==> src/rtl/ladybird_boot_sequencer_pkg.sv <==
// Shared types and constants for the ladybird boot sequencer.
package ladybird_boot_pkg;

  typedef enum logic [2:0] {
    HOLD,
    IDLE,
    CONF,
    COPY_RD,
    COPY_WR,
    COPY_B,
    RESUME,
    DONE
  } boot_state_e;

  localparam logic [1:0]  AXI_RESP_OKAY         = 2'b00;
  localparam logic [31:0] DEFAULT_CONF_PTR_ADDR = 32'h0000_100c;

endpackage

==> src/rtl/ladybird_boot_sequencer_if.sv <==
// Single-beat AXI write channel bundle (AW, W, B) used by the boot sequencer.
interface ladybird_boot_sequencer_if #(
  parameter int unsigned AXI_ADDR_W = 32,
  parameter int unsigned AXI_DATA_W = 32
);
  logic                    awvalid;
  logic                    awready;
  logic [AXI_ADDR_W-1:0]   awaddr;
  logic [2:0]              awprot;
  logic                    wvalid;
  logic                    wready;
  logic [AXI_DATA_W-1:0]   wdata;
  logic [AXI_DATA_W/8-1:0] wstrb;
  logic                    bvalid;
  logic                    bready;
  logic [1:0]              bresp;

  modport master (
    output awvalid, awaddr, awprot, wvalid, wdata, wstrb, bready,
    input  awready, wready, bvalid, bresp
  );

  modport slave (
    input  awvalid, awaddr, awprot, wvalid, wdata, wstrb, bready,
    output awready, wready, bvalid, bresp
  );
endinterface

==> src/rtl/ladybird_boot_sequencer_rtc_prescaler.sv <==
// 64-bit real-time counter advancing once every RTC_DIV clock cycles.
module ladybird_rtc_prescaler #(
  parameter int unsigned RTC_DIV = 100
) (
  input  logic        clk,
  input  logic        rst,
  output logic [63:0] rtc
);
  localparam int unsigned CW = (RTC_DIV > 1) ? $clog2(RTC_DIV) : 1;

  logic [CW-1:0] div_q, div_d;
  logic [63:0]   rtc_q, rtc_d;
  logic          wrap;

  always_comb begin
    wrap  = (div_q == CW'(RTC_DIV - 1));
    div_d = wrap ? '0 : div_q + CW'(1);
    rtc_d = wrap ? rtc_q + 64'd1 : rtc_q;
  end

  always_ff @(posedge clk) begin
    if (rst) begin
      div_q <= '0;
      rtc_q <= '0;
    end else begin
      div_q <= div_d;
      rtc_q <= rtc_d;
    end
  end

  assign rtc = rtc_q;
endmodule

==> src/rtl/ladybird_boot_sequencer.sv <==
// Boot controller: holds cores in reset, writes the config pointer, copies the
// program image over AXI one word at a time, then resumes the enabled harts.
module ladybird_boot_sequencer
  import ladybird_boot_pkg::*;
#(
  parameter int unsigned N_HARTS           = 1,
  parameter int unsigned XLEN              = 32,
  parameter int unsigned AXI_DATA_W        = 32,
  parameter int unsigned AXI_ADDR_W        = 32,
  parameter int unsigned RESET_HOLD_CYCLES = 10,
  parameter int unsigned RTC_DIV           = 100,
  parameter logic [AXI_ADDR_W-1:0] CONF_PTR_ADDR = AXI_ADDR_W'(DEFAULT_CONF_PTR_ADDR)
) (
  input  logic                   clk,
  input  logic                   rst,
  input  logic                   start,
  input  logic [XLEN-1:0]        img_src,
  input  logic [AXI_ADDR_W-1:0]  img_dst,
  input  logic [XLEN-1:0]        img_words,
  input  logic [AXI_ADDR_W-1:0]  conf_ptr,
  input  logic [XLEN-1:0]        entry_pc,
  input  logic [N_HARTS-1:0]     hart_en,
  output logic                   src_rd_en,
  output logic [XLEN-1:0]        src_rd_addr,
  input  logic [AXI_DATA_W-1:0]  src_rd_data,
  ladybird_boot_sequencer_if.master axi,
  output logic                   core_nrst,
  output logic [N_HARTS-1:0]     resume_req,
  output logic [XLEN-1:0]        resume_pc,
  input  logic [N_HARTS-1:0]     halt,
  output logic [63:0]            rtc,
  output logic                   busy,
  output logic                   done,
  output logic                   err
);
  localparam int unsigned HCW = $clog2(RESET_HOLD_CYCLES + 1);

  boot_state_e           state_q, state_d;
  logic [HCW-1:0]        hold_cnt_q, hold_cnt_d;
  logic                  core_nrst_q, core_nrst_d;
  logic                  src_rd_en_q, src_rd_en_d;
  logic [XLEN-1:0]       src_rd_addr_q, src_rd_addr_d;
  logic [AXI_ADDR_W-1:0] dst_addr_q, dst_addr_d;
  logic [XLEN-1:0]       words_left_q, words_left_d;
  logic                  conf_q, conf_d;
  logic [N_HARTS-1:0]    hart_en_q, hart_en_d;
  logic                  awvalid_q, awvalid_d;
  logic [AXI_ADDR_W-1:0] awaddr_q, awaddr_d;
  logic                  wvalid_q, wvalid_d;
  logic [AXI_DATA_W-1:0] wdata_q, wdata_d;
  logic                  bready_q, bready_d;
  logic [N_HARTS-1:0]    resume_req_q, resume_req_d;
  logic [XLEN-1:0]       resume_pc_q, resume_pc_d;
  logic                  done_q, done_d;
  logic                  err_q, err_d;
  logic                  busy_q, busy_d;

  always_comb begin
    state_d       = state_q;
    hold_cnt_d    = hold_cnt_q;
    core_nrst_d   = core_nrst_q;
    src_rd_en_d   = 1'b0;
    src_rd_addr_d = src_rd_addr_q;
    dst_addr_d    = dst_addr_q;
    words_left_d  = words_left_q;
    conf_d        = conf_q;
    hart_en_d     = hart_en_q;
    awvalid_d     = awvalid_q;
    awaddr_d      = awaddr_q;
    wvalid_d      = wvalid_q;
    wdata_d       = wdata_q;
    bready_d      = bready_q;
    resume_req_d  = resume_req_q;
    resume_pc_d   = resume_pc_q;
    err_d         = err_q;

    unique case (state_q)
      HOLD: begin
        if (hold_cnt_q == HCW'(RESET_HOLD_CYCLES - 1)) begin
          core_nrst_d = 1'b1;
          state_d     = IDLE;
        end else begin
          hold_cnt_d = hold_cnt_q + HCW'(1);
        end
      end
      IDLE: begin
        if (start) begin
          src_rd_addr_d = img_src;
          dst_addr_d    = img_dst;
          words_left_d  = img_words;
          hart_en_d     = hart_en;
          resume_pc_d   = entry_pc;
          err_d         = 1'b0;
          conf_d        = 1'b1;
          awvalid_d     = 1'b1;
          awaddr_d      = CONF_PTR_ADDR;
          wvalid_d      = 1'b1;
          wdata_d       = AXI_DATA_W'(conf_ptr);
          state_d       = CONF;
        end
      end
      // The config write and image writes share one AW/W engine; conf_q tells
      // COPY_B which of the two just completed.
      CONF, COPY_WR: begin
        if (awvalid_q && axi.awready) awvalid_d = 1'b0;
        if (wvalid_q && axi.wready)   wvalid_d  = 1'b0;
        if (!awvalid_d && !wvalid_d) begin
          bready_d = 1'b1;
          state_d  = COPY_B;
        end
      end
      COPY_B: begin
        if (axi.bvalid) begin
          bready_d = 1'b0;
          if (axi.bresp != AXI_RESP_OKAY) begin
            err_d   = 1'b1;
            state_d = DONE;
          end else if (conf_q) begin
            conf_d = 1'b0;
            if (words_left_q == '0) begin
              resume_req_d = hart_en_q & halt;
              state_d      = RESUME;
            end else begin
              src_rd_en_d = 1'b1;
              state_d     = COPY_RD;
            end
          end else begin
            words_left_d  = words_left_q - XLEN'(1);
            src_rd_addr_d = src_rd_addr_q + XLEN'(1);
            dst_addr_d    = dst_addr_q + AXI_ADDR_W'(4);
            if (words_left_q == XLEN'(1)) begin
              resume_req_d = hart_en_q & halt;
              state_d      = RESUME;
            end else begin
              src_rd_en_d = 1'b1;
              state_d     = COPY_RD;
            end
          end
        end
      end
      // First cycle issues the read strobe; ROM data is valid on the second.
      COPY_RD: begin
        if (!src_rd_en_q) begin
          wdata_d   = src_rd_data;
          awaddr_d  = dst_addr_q;
          awvalid_d = 1'b1;
          wvalid_d  = 1'b1;
          state_d   = COPY_WR;
        end
      end
      RESUME: begin
        resume_req_d = resume_req_q & halt;
        if (resume_req_d == '0) state_d = DONE;
      end
      DONE:    state_d = IDLE;
      default: state_d = HOLD;
    endcase

    busy_d = !(state_d inside {IDLE, DONE});
    done_d = (state_d == DONE);
  end

  always_ff @(posedge clk) begin
    if (rst) begin
      state_q       <= HOLD;
      hold_cnt_q    <= '0;
      core_nrst_q   <= 1'b0;
      src_rd_en_q   <= 1'b0;
      src_rd_addr_q <= '0;
      dst_addr_q    <= '0;
      words_left_q  <= '0;
      conf_q        <= 1'b0;
      hart_en_q     <= '0;
      awvalid_q     <= 1'b0;
      awaddr_q      <= '0;
      wvalid_q      <= 1'b0;
      wdata_q       <= '0;
      bready_q      <= 1'b0;
      resume_req_q  <= '0;
      resume_pc_q   <= '0;
      done_q        <= 1'b0;
      err_q         <= 1'b0;
      busy_q        <= 1'b1;
    end else begin
      state_q       <= state_d;
      hold_cnt_q    <= hold_cnt_d;
      core_nrst_q   <= core_nrst_d;
      src_rd_en_q   <= src_rd_en_d;
      src_rd_addr_q <= src_rd_addr_d;
      dst_addr_q    <= dst_addr_d;
      words_left_q  <= words_left_d;
      conf_q        <= conf_d;
      hart_en_q     <= hart_en_d;
      awvalid_q     <= awvalid_d;
      awaddr_q      <= awaddr_d;
      wvalid_q      <= wvalid_d;
      wdata_q       <= wdata_d;
      bready_q      <= bready_d;
      resume_req_q  <= resume_req_d;
      resume_pc_q   <= resume_pc_d;
      done_q        <= done_d;
      err_q         <= err_d;
      busy_q        <= busy_d;
    end
  end

  ladybird_rtc_prescaler #(.RTC_DIV(RTC_DIV)) u_rtc (
    .clk (clk),
    .rst (rst),
    .rtc (rtc)
  );

  assign axi.awvalid = awvalid_q;
  assign axi.awaddr  = awaddr_q;
  assign axi.awprot  = '0;
  assign axi.wvalid  = wvalid_q;
  assign axi.wdata   = wdata_q;
  assign axi.wstrb   = '1;
  assign axi.bready  = bready_q;
  assign src_rd_en   = src_rd_en_q;
  assign src_rd_addr = src_rd_addr_q;
  assign core_nrst   = core_nrst_q;
  assign resume_req  = resume_req_q;
  assign resume_pc   = resume_pc_q;
  assign busy        = busy_q;
  assign done        = done_q;
  assign err         = err_q;
endmodule

==> src/flat_wrapper.sv <==
// flat-port wrapper written by rule: the top's interface ports become plain ports
module ladybird_boot_sequencer_flat import ladybird_boot_pkg::*;
#(
  parameter int unsigned N_HARTS           = 1,
  parameter int unsigned XLEN              = 32,
  parameter int unsigned AXI_DATA_W        = 32,
  parameter int unsigned AXI_ADDR_W        = 32,
  parameter int unsigned RESET_HOLD_CYCLES = 10,
  parameter int unsigned RTC_DIV           = 100,
  parameter logic [AXI_ADDR_W-1:0] CONF_PTR_ADDR = AXI_ADDR_W'(DEFAULT_CONF_PTR_ADDR)
)
  (clk, rst, start, img_src, img_dst, img_words, conf_ptr, entry_pc, hart_en, src_rd_en, src_rd_addr, src_rd_data, core_nrst, resume_req, resume_pc, halt, rtc, busy, done, err, axi_awvalid, axi_awaddr, axi_awprot, axi_wvalid, axi_wdata, axi_wstrb, axi_bready, axi_awready, axi_wready, axi_bvalid, axi_bresp);
  ladybird_boot_sequencer_if #(.AXI_ADDR_W(AXI_ADDR_W), .AXI_DATA_W(AXI_DATA_W)) axi_i ();
  input  logic clk;
  input  logic rst;
  input  logic start;
  input  logic [XLEN-1:0] img_src;
  input  logic [AXI_ADDR_W-1:0] img_dst;
  input  logic [XLEN-1:0] img_words;
  input  logic [AXI_ADDR_W-1:0] conf_ptr;
  input  logic [XLEN-1:0] entry_pc;
  input  logic [N_HARTS-1:0] hart_en;
  output logic src_rd_en;
  output logic [XLEN-1:0] src_rd_addr;
  input  logic [AXI_DATA_W-1:0] src_rd_data;
  output logic core_nrst;
  output logic [N_HARTS-1:0] resume_req;
  output logic [XLEN-1:0] resume_pc;
  input  logic [N_HARTS-1:0] halt;
  output logic [63:0] rtc;
  output logic busy;
  output logic done;
  output logic err;
  output wire logic [$bits(axi_i.awvalid)-1:0] axi_awvalid;
  output wire logic [$bits(axi_i.awaddr)-1:0] axi_awaddr;
  output wire logic [$bits(axi_i.awprot)-1:0] axi_awprot;
  output wire logic [$bits(axi_i.wvalid)-1:0] axi_wvalid;
  output wire logic [$bits(axi_i.wdata)-1:0] axi_wdata;
  output wire logic [$bits(axi_i.wstrb)-1:0] axi_wstrb;
  output wire logic [$bits(axi_i.bready)-1:0] axi_bready;
  input wire logic [$bits(axi_i.awready)-1:0] axi_awready;
  input wire logic [$bits(axi_i.wready)-1:0] axi_wready;
  input wire logic [$bits(axi_i.bvalid)-1:0] axi_bvalid;
  input wire logic [$bits(axi_i.bresp)-1:0] axi_bresp;
  assign axi_awvalid = axi_i.awvalid;
  assign axi_awaddr = axi_i.awaddr;
  assign axi_awprot = axi_i.awprot;
  assign axi_wvalid = axi_i.wvalid;
  assign axi_wdata = axi_i.wdata;
  assign axi_wstrb = axi_i.wstrb;
  assign axi_bready = axi_i.bready;
  assign axi_i.awready = axi_awready;
  assign axi_i.wready = axi_wready;
  assign axi_i.bvalid = axi_bvalid;
  assign axi_i.bresp = axi_bresp;
  ladybird_boot_sequencer #(.N_HARTS(N_HARTS), .XLEN(XLEN), .AXI_DATA_W(AXI_DATA_W), .AXI_ADDR_W(AXI_ADDR_W), .RESET_HOLD_CYCLES(RESET_HOLD_CYCLES), .RTC_DIV(RTC_DIV), .CONF_PTR_ADDR(CONF_PTR_ADDR)) u_core (.clk(clk), .rst(rst), .start(start), .img_src(img_src), .img_dst(img_dst), .img_words(img_words), .conf_ptr(conf_ptr), .entry_pc(entry_pc), .hart_en(hart_en), .src_rd_en(src_rd_en), .src_rd_addr(src_rd_addr), .src_rd_data(src_rd_data), .axi(axi_i), .core_nrst(core_nrst), .resume_req(resume_req), .resume_pc(resume_pc), .halt(halt), .rtc(rtc), .busy(busy), .done(done), .err(err));
endmodule
==> config.mk <==
export PLATFORM = sky130hd
export DESIGN_NAME = ladybird_boot_sequencer_flat
export DESIGN_NICKNAME = d
export VERILOG_FILES = /design/src/rtl/ladybird_boot_sequencer_pkg.sv /design/src/rtl/ladybird_boot_sequencer_if.sv /design/src/rtl/ladybird_boot_sequencer_rtc_prescaler.sv /design/src/rtl/ladybird_boot_sequencer.sv /design/src/flat_wrapper.sv
export SDC_FILE = /design/constraint.sdc
export NUM_CORES = 1
export LEC_CHECK = 0
export ABC_AREA = 1
export BUFFER_PORTS_ARGS = -buffer_cell sky130_fd_sc_hd__buf_2
export CORE_UTILIZATION = 40
export DETAILED_ROUTE_END_ITERATION = 6
export HOLD_SLACK_MARGIN = 0.05
export SETUP_SLACK_MARGIN = 0.15
export SLEW_MARGIN = 20
export SYNTH_ARGS = -nofsm -noshare
export SYNTH_HDL_FRONTEND = slang
export SYNTH_HIERARCHICAL = 1
export SYNTH_SLANG_ARGS = --single-unit
==> constraint.sdc <==
create_clock -name clk -period 3.4 [get_ports clk]
set_input_delay 1.02 -clock clk [delete_from_list [all_inputs] [get_ports clk]]
set_output_delay 1.02 -clock clk [all_outputs]
set_load 0.03 [all_outputs]
== Yosys cells after proc, flatten, opt, wreduce, memory -nomap -nowiden ==
Index checks and enable logic that the tools add are counted.

* Add/sub/neg operators: 6
* Equal/unequal tests: 21
* Mux-type cells: 59
* Bitwise operators: 5
* Reduce and logical (&&, ||, !) cells: 28

{| class="wikitable"
|+ Operators by type and width
! kind !! number
|-
| two-way mux 32 bit || 16
|-
| one-hot mux 32 bit (2 select lines) || 5
|-
| adder 64 x 1 -> 64 bit (second input constant) || 1
|-
| adder 32 x 1 -> 32 bit (second input constant) || 1
|-
| adder 32 x 3 -> 32 bit (second input constant) || 1
|-
| equality test 32 x 1 -> 1 bit (second input constant) || 1
|-
| zero test 32 bit || 1
|-
| subtractor 32 x 1 -> 32 bit (second input constant) || 1
|-
| two-way mux 3 bit || 10
|-
| two-way mux 1 bit || 21
|-
| one-hot mux 3 bit (7 select lines) || 1
|-
| equality test 3 bit (second input constant) || 5
|-
| nonzero test 2 bit || 6
|-
| inequality test 2 bit (second input constant) || 5
|-
| AND reduction 5 bit || 2
|-
| AND reduction 3 bit || 3
|-
| one-hot mux 1 bit (2 select lines) || 4
|-
| AND reduction 4 bit || 2
|-
| adder 7 x 1 -> 7 bit (second input constant) || 1
|-
| equality test 7 bit (second input constant) || 1
|-
| equality test 3 x 1 -> 1 bit (second input constant) || 2
|-
| equality test 3 x 2 -> 1 bit (second input constant) || 2
|-
| one-hot mux 1 bit (3 select lines) || 2
|-
| AND reduction 2 bit || 3
|-
| 13 further kinds || 22
|}

* Bits in registers: 281
* Input port bits: 202
* Logic and storage cells: 140

== Depth between registers and ports, before layout ==
* Word-level depth: 10
* Mapped depth: 14

== Cells and area by module ==
The synthesis kept the hierarchy.

{| class="wikitable"
|+ Modules (own cells, without submodules)
! module !! instances !! cells each !! area an instance (µm²) !! seq. area each (µm²)
|-
| ladybird_boot_sequencer || 1 || 1,655 || 10,934.2 || 4,204.0
|-
| ladybird_rtc_prescaler || 1 || 674 || 4,215.3 || 1,421.4
|}

== Worst setup path after synthesis ==
OpenSTA, ideal clock, no wires.

* Path type: input to register
* Start point: input axi_bresp[1]
* End point: register u_core.words_left_q[11]
* Library setup time: 0.132 ns
* Arrival time: 2.041 ns
* Required time: 3.268 ns
* Path slack: 1.226 ns
* Stages: 9
* Path buffers: 1
* Cells stage by stage: nor2_1 -> nand2_1 -> inv_1 -> o21ai_2 -> a21oi_4 -> buf_2 -> nand2_1 -> o21ai_0 -> a21oi_1

* Word-level cells in the longest chain between the ends: 3

{| class="wikitable"
|+ RTL lines
! item !! RTL line !! RTL
|-
| from (decl) || flat_wrapper.sv:44 || <nowiki>input wire logic [$bits(axi_i.bresp)-1:0] axi_bresp;</nowiki>
|-
| nonzero test 2 bit || ladybird_boot_sequencer.sv:115 || <nowiki>if (axi.bresp != AXI_RESP_OKAY) begin</nowiki>
|-
| inequality test 2 bit (no line) || n/a ||
|-
| AND reduction 5 bit (no line) || n/a ||
|-
| to (signal assigned) || ladybird_boot_sequencer.sv:191 || <nowiki>words_left_q <= words_left_d;</nowiki>
|-
| to (decl) || ladybird_boot_sequencer.sv:44 || <nowiki>logic [XLEN-1:0] words_left_q, words_left_d;</nowiki>
|}

No other way between the ends.
A chain may end at the register's enable or synchronous reset.

== Final worst setup path ==
* Start point: register u_core.state_q[0]
* End point: register u_core.src_rd_addr_q[7] (netlist: u_core/src_rd_addr[7])

* Word-level cells in the longest chain between the ends: 3
* Elaborated cells between the ends (all ways): 9
* Those cells by class: eq/ne (6); mux (1); reduce/logical (2)

{| class="wikitable"
|+ RTL lines
! item !! RTL line !! RTL
|-
| from (decl) || ladybird_boot_sequencer.sv:38 || <nowiki>boot_state_e state_q, state_d;</nowiki>
|-
| from (signal assigned) || ladybird_boot_sequencer.sv:185 || <nowiki>state_q <= state_d;</nowiki>
|-
| equality test 3 bit or equality test 3 x 1 -> 1 bit (tied branches) || ladybird_boot_sequencer.sv:77 || <nowiki>unique case (state_q)</nowiki>
|-
| inequality test 2 bit (no line) or nonzero test 2 bit (tied branches) || n/a ||
|-
| AND reduction 5 bit (no line) || n/a ||
|-
| to (signal assigned) || ladybird_boot_sequencer.sv:189 || <nowiki>src_rd_addr_q <= src_rd_addr_d;</nowiki>
|-
| to (decl) || ladybird_boot_sequencer.sv:42 || <nowiki>logic [XLEN-1:0] src_rd_addr_q, src_rd_addr_d;</nowiki>
|}

Parallel ways exist; a longest one is shown, timed or not.

==> metrics.md <==
| Metric | Value |
|---|---|
| Post-synth EDFFs | `0` |
| Post-Syn Instances | `between 2000 and 2500` |
| Comb power frac | `5.0%` |
| H-tree depth | `2` |
| Top Ports | `410` |
| Reg clk slew, reported paths | `about 0.06 ns` |
| Design Area, Final | `18780 µm²` |
| CP Buf/Inv Count | `3` |
| Later-pin clock latency in the skew report | `0.53 ns` |
| Hold_ws | `0.4482 ns` |
| WP data arrival | `between 3 and 4 ns` |
| #FFs+latches synth | `281` |
| Max-slew headroom | `a little over half` |
| Crit Path Category | `flop to flop` |
| Setup TNS | `0 ns` |
| Crit path launch | `u_core/state_q[0]$_SDFF_PP0_` |
| Hold-fix buffer count after cts | `0` |
| Total global routing overflow | `0` |
| Worst Reg-to-Reg Cells | `10` |
| Dpl cell area | `between 15000 and 20000 µm²` |
| Routed WL | `roughly 52000 µm` |
| Starting Density | `40.99%` |
| Clock share of power | `slightly above 50%` |
| Critical-path maximum fanout | `just under 80` |
| Row count | `70` |
| RSZ-0062 raised after global routing | `no` |
| Syn avg cell area | `approximately 6.5 µm²` |
| Net Switching | `1.723 mW` |
| Final period utilization | `about four fifths` |
| Minimum clock period | `2.703 ns` |
| Post-CTS setup buffer count | `0` |
| Worst Setup EP | `u_core/src_rd_addr[7]$_SDFFE_PP0P_` |
| Die ar. | `slightly below 40000 µm²` |
| Worst path required time | `approximately 3.8 ns` |
| Die Ht | `between 150 and 200 µm` |
| Initial antenna violation count | `10` |
| Startpoint types | `flop` |
| Max IR drop VDD | `between 0.0003 and 0.0004 V` |
| Sequential share of power | `43.0%` |
| Share of cells above drive strength 1 | `between 20% and 30%` |
| Post-synth top area share | `between 30% and 40%` |
| Pre-Repair DR Iteration Count | `5` |
| Total number of vias | `~17000` |
| First-pass GRT wire length | `about 81000 µm` |
| # nets final | `about 2900` |
| Sw Ratio | `between 20% and 30%` |
| Final Max Slew Viols | `0` |
| TritonCTS clock tree | `done` |
| Max Clk Rate | `approximately 370 MHz` |
| R2R Setup Slk | `~0.70 ns` |
| Pwr Density | `412.2 nW/µm²` |
| Synth area leaders | `dfxtp_1 37%, nand2_1 15%, nor2_1 8.9%` |
| Post-synthesis sequential area ratio | `37.13%` |
| Worst Skew | `0.02431 ns` |
| Worst Hold Class | `flop to flop` |
| Core area | `36960 µm²` |
| Reg area | `about 5600 µm²` |
| CTS root buffer | `clkbuf_16` |
| Mapped Area | `15150 µm²` |
| CP Capture Type | `flop` |
| Dominant synthesized flop cell | `dfxtp_1` |
| # setup viols final | `0` |
| Drt wl/cell | `approximately 16 µm` |
| Most common cell after layout, fill and taps aside | `nand2_1` |
| Critical register-to-register path endpoint | `u_core/src_rd_addr[7]$_SDFFE_PP0P_` |
| Reg-to-reg startpoint | `u_core/state_q[0]$_SDFF_PP0_` |
| Critical path's most frequent cell | `o21ai_0` |
| Number of global-route vias before repair | `between 10000 and 15000` |
| Synth area leader | `dfxtp_1` |
| Final Hold Viols | `0` |
| Worst path max stage delay | `around 0.46 ns` |
| Post-route ant nets | `0` |
| DRT iter0 DRCs | `about 1100` |
| Total routing usage reported by global routing | `between 20 and 30%` |
| Fill count | `around 3900` |
| Status | `completed` |
| Total power | `about 7.7 mW` |
| Int Pwr | `roughly 6.0 mW` |
| Max-Cap Viols | `0` |
| Post-CTS sizing | `0` |
| Synth cell types | `53` |
| Area occupied by multi-input gates | `8368 µm²` |
| DP Wirelength | `38310 µm` |
| Cts bufs inserted | `35` |
| Port Buffer Count | `roughly 400` |
| Clock sink count | `281` |
| Area added between synthesis and finish | `23.97%` |
| CTS max path bufs | `3` |
| Placer Congestion | `about 1` |
| Levels on crit path | `10` |
| Vias per inst | `around 5` |
| Most frequent cells in the layout | `614 x nand2_1, 401 x buf_2, 359 x nor2_1` |
| Tightest Pin Transition | `0.6818 ns` |
| Crit path max-delay family | `buffers and inverters` |
| CP Cell Sequence | `nand3_4 -> inv_4 -> nand2_1 -> inv_1 -> o21ai_2 -> a21oi_4 -> buf_12 -> o21ai_0 -> o21ai_0 -> a21oi_1` |
| Synth Warn # | `6` |
| Static leakage | `about 8 nW` |
| Pin count of the biggest net entering global routing | `about 110` |
| Async S/R FF share, synth | `0%` |
| Critical path's slowest cell | `dfxtp_1` |
| DRC | `0` |
| Chip Width | `roughly 200 µm` |
## cell families (layout without fill, tap and decap cells)
| logic type | Yosys count | in the layout | share of synthesized area [%] |
|---|---|---|---|
| compound gates | 452 | 452 | 16.63 |
| xor+xnor | 28 | 28 | 1.619 |
| fa+ha+maj | 9 | 9 | 0.7433 |
| buf+inv | 290 | 659 | 7.871 |
| flops | 281 | 281 | 37.13 |
| other cells | 2 | 15 | 0.04957 |
| simple gates | 1267 | 1267 | 35.95 |
## metrics by stage
stage	worst slack [ns]	util [%]	cells
after floorplan	1.226	-	2334
after global placement	0.5810	47.38	3146
after detailed placement	0.5997	47.38	3146
after CTS	0.7400	50.76	3207
after global routing	0.3463	50.79	3211
final	0.6972	50.81	3215
## metal layers
layer | routed length [µm] | track usage (%) | vias up
met2 | 24010 | 42.07 | 526
met4 | 1120 | 6.891 | 6
li1 | - | - | 8353
met3 | 3804 | 5.082 | 73
met1 | 23140 | 34.89 | 7551
met5 | 42 | 0 | -
## power by group through the flow
stage / logic [mW] / registers (mW) / clock network, mW
finish: 0.391 / 3.33 / 4.02
global route: 0.431 / 3.33 / 4.22
CTS: 0.393 / 3.33 / 4.10
detailed placement: 0.390 / 3.40 / 0
global placement: 0.386 / 3.40 / 0
floorplan: 0.193 / 3.41 / 0
## cell usage after synthesis, drive strengths merged, types with 2 or more instances
| master | number |
|---|---|
| nand2 | 621 |
| nor2 | 396 |
| dfxtp | 281 |
| inv | 179 |
| o21ai | 177 |
| a21oi | 164 |
| nand3 | 108 |
| clkbuf | 63 |
| nand4 | 53 |
| buf | 47 |
| nor3 | 46 |
| a31oi | 40 |
| o211ai | 33 |
| xor2 | 22 |
| or2 | 20 |
| o21a | 19 |
| nand3b | 13 |
| ha | 9 |
| xnor2 | 6 |
| a211oi | 3 |
| a22o | 3 |
| nor3b | 3 |
| nor4 | 3 |
| and2 | 2 |
| and3 | 2 |
| conb | 2 |
| o2111ai | 2 |
| o22ai | 2 |
| o31ai | 2 |
## sequential cells by signal, summed over array words and instances, names as in the netlist
name	cells
u_core/busy	1
u_core/core_nrst	1
u_core/axi.wdata	32
u_core/axi.awaddr	32
u_core/hold_cnt_q	4
u_core/axi.wvalid	1
u_core/resume_pc	32
u_core/err	1
u_core/done	1
u_core/src_rd_addr	32
u_core/hart_en_q	1
u_core/u_rtc/div_q	7
u_core/dst_addr_q	32
u_core/resume_req	1
u_core/axi.bready	1
u_core/state_q	3
u_core/conf_q	1
u_core/src_rd_en	1
u_core/words_left_q	32
u_core/axi.awvalid	1
u_core/u_rtc/rtc	64
## cell type report
class                      instances  share of cell area [%]
inverter                         180                   3.611
sequential                       281                   29.95
clock inverter                    12                  0.9993
multi-input combinational       1763                   44.56
antenna                            8                  0.1066
clock buffer                      49                   5.650
timing repair buffer             418                   11.77
tap                              504                   3.358
## worst register-to-register path: stages, from the launching register on
cell	delay [ns]
dfxtp_1	0.46
nand3_4	0.36
inv_4	0.45
nand2_1	0.15
inv_1	0.09
o21ai_2	0.08
a21oi_4	0.19
buf_12	0.33
o21ai_0	0.24
o21ai_0	0.18
a21oi_1	0.06
## worst min-delay path by stage
stage | to | slack, ns | depth (start not counted) | from
detailed placement | u_core/u_rtc/div_q[0]$_SDFF_PP0_ | 0.44 | 1 | u_core/u_rtc/div_q[0]$_SDFF_PP0_
global placement | u_core/u_rtc/div_q[0]$_SDFF_PP0_ | 0.43 | 1 | u_core/u_rtc/div_q[0]$_SDFF_PP0_
floorplan | u_core/u_rtc/div_q[0]$_SDFF_PP0_ | 0.42 | 1 | u_core/u_rtc/div_q[0]$_SDFF_PP0_
global route | u_core/u_rtc/div_q[0]$_SDFF_PP0_ | 0.46 | 1 | u_core/u_rtc/div_q[0]$_SDFF_PP0_
CTS | u_core/u_rtc/div_q[0]$_SDFF_PP0_ | 0.45 | 1 | u_core/u_rtc/div_q[0]$_SDFF_PP0_
finish | u_core/u_rtc/div_q[0]$_SDFF_PP0_ | 0.45 | 1 | u_core/u_rtc/div_q[0]$_SDFF_PP0_
No activity file was read; power rests on OpenSTA's default activity.
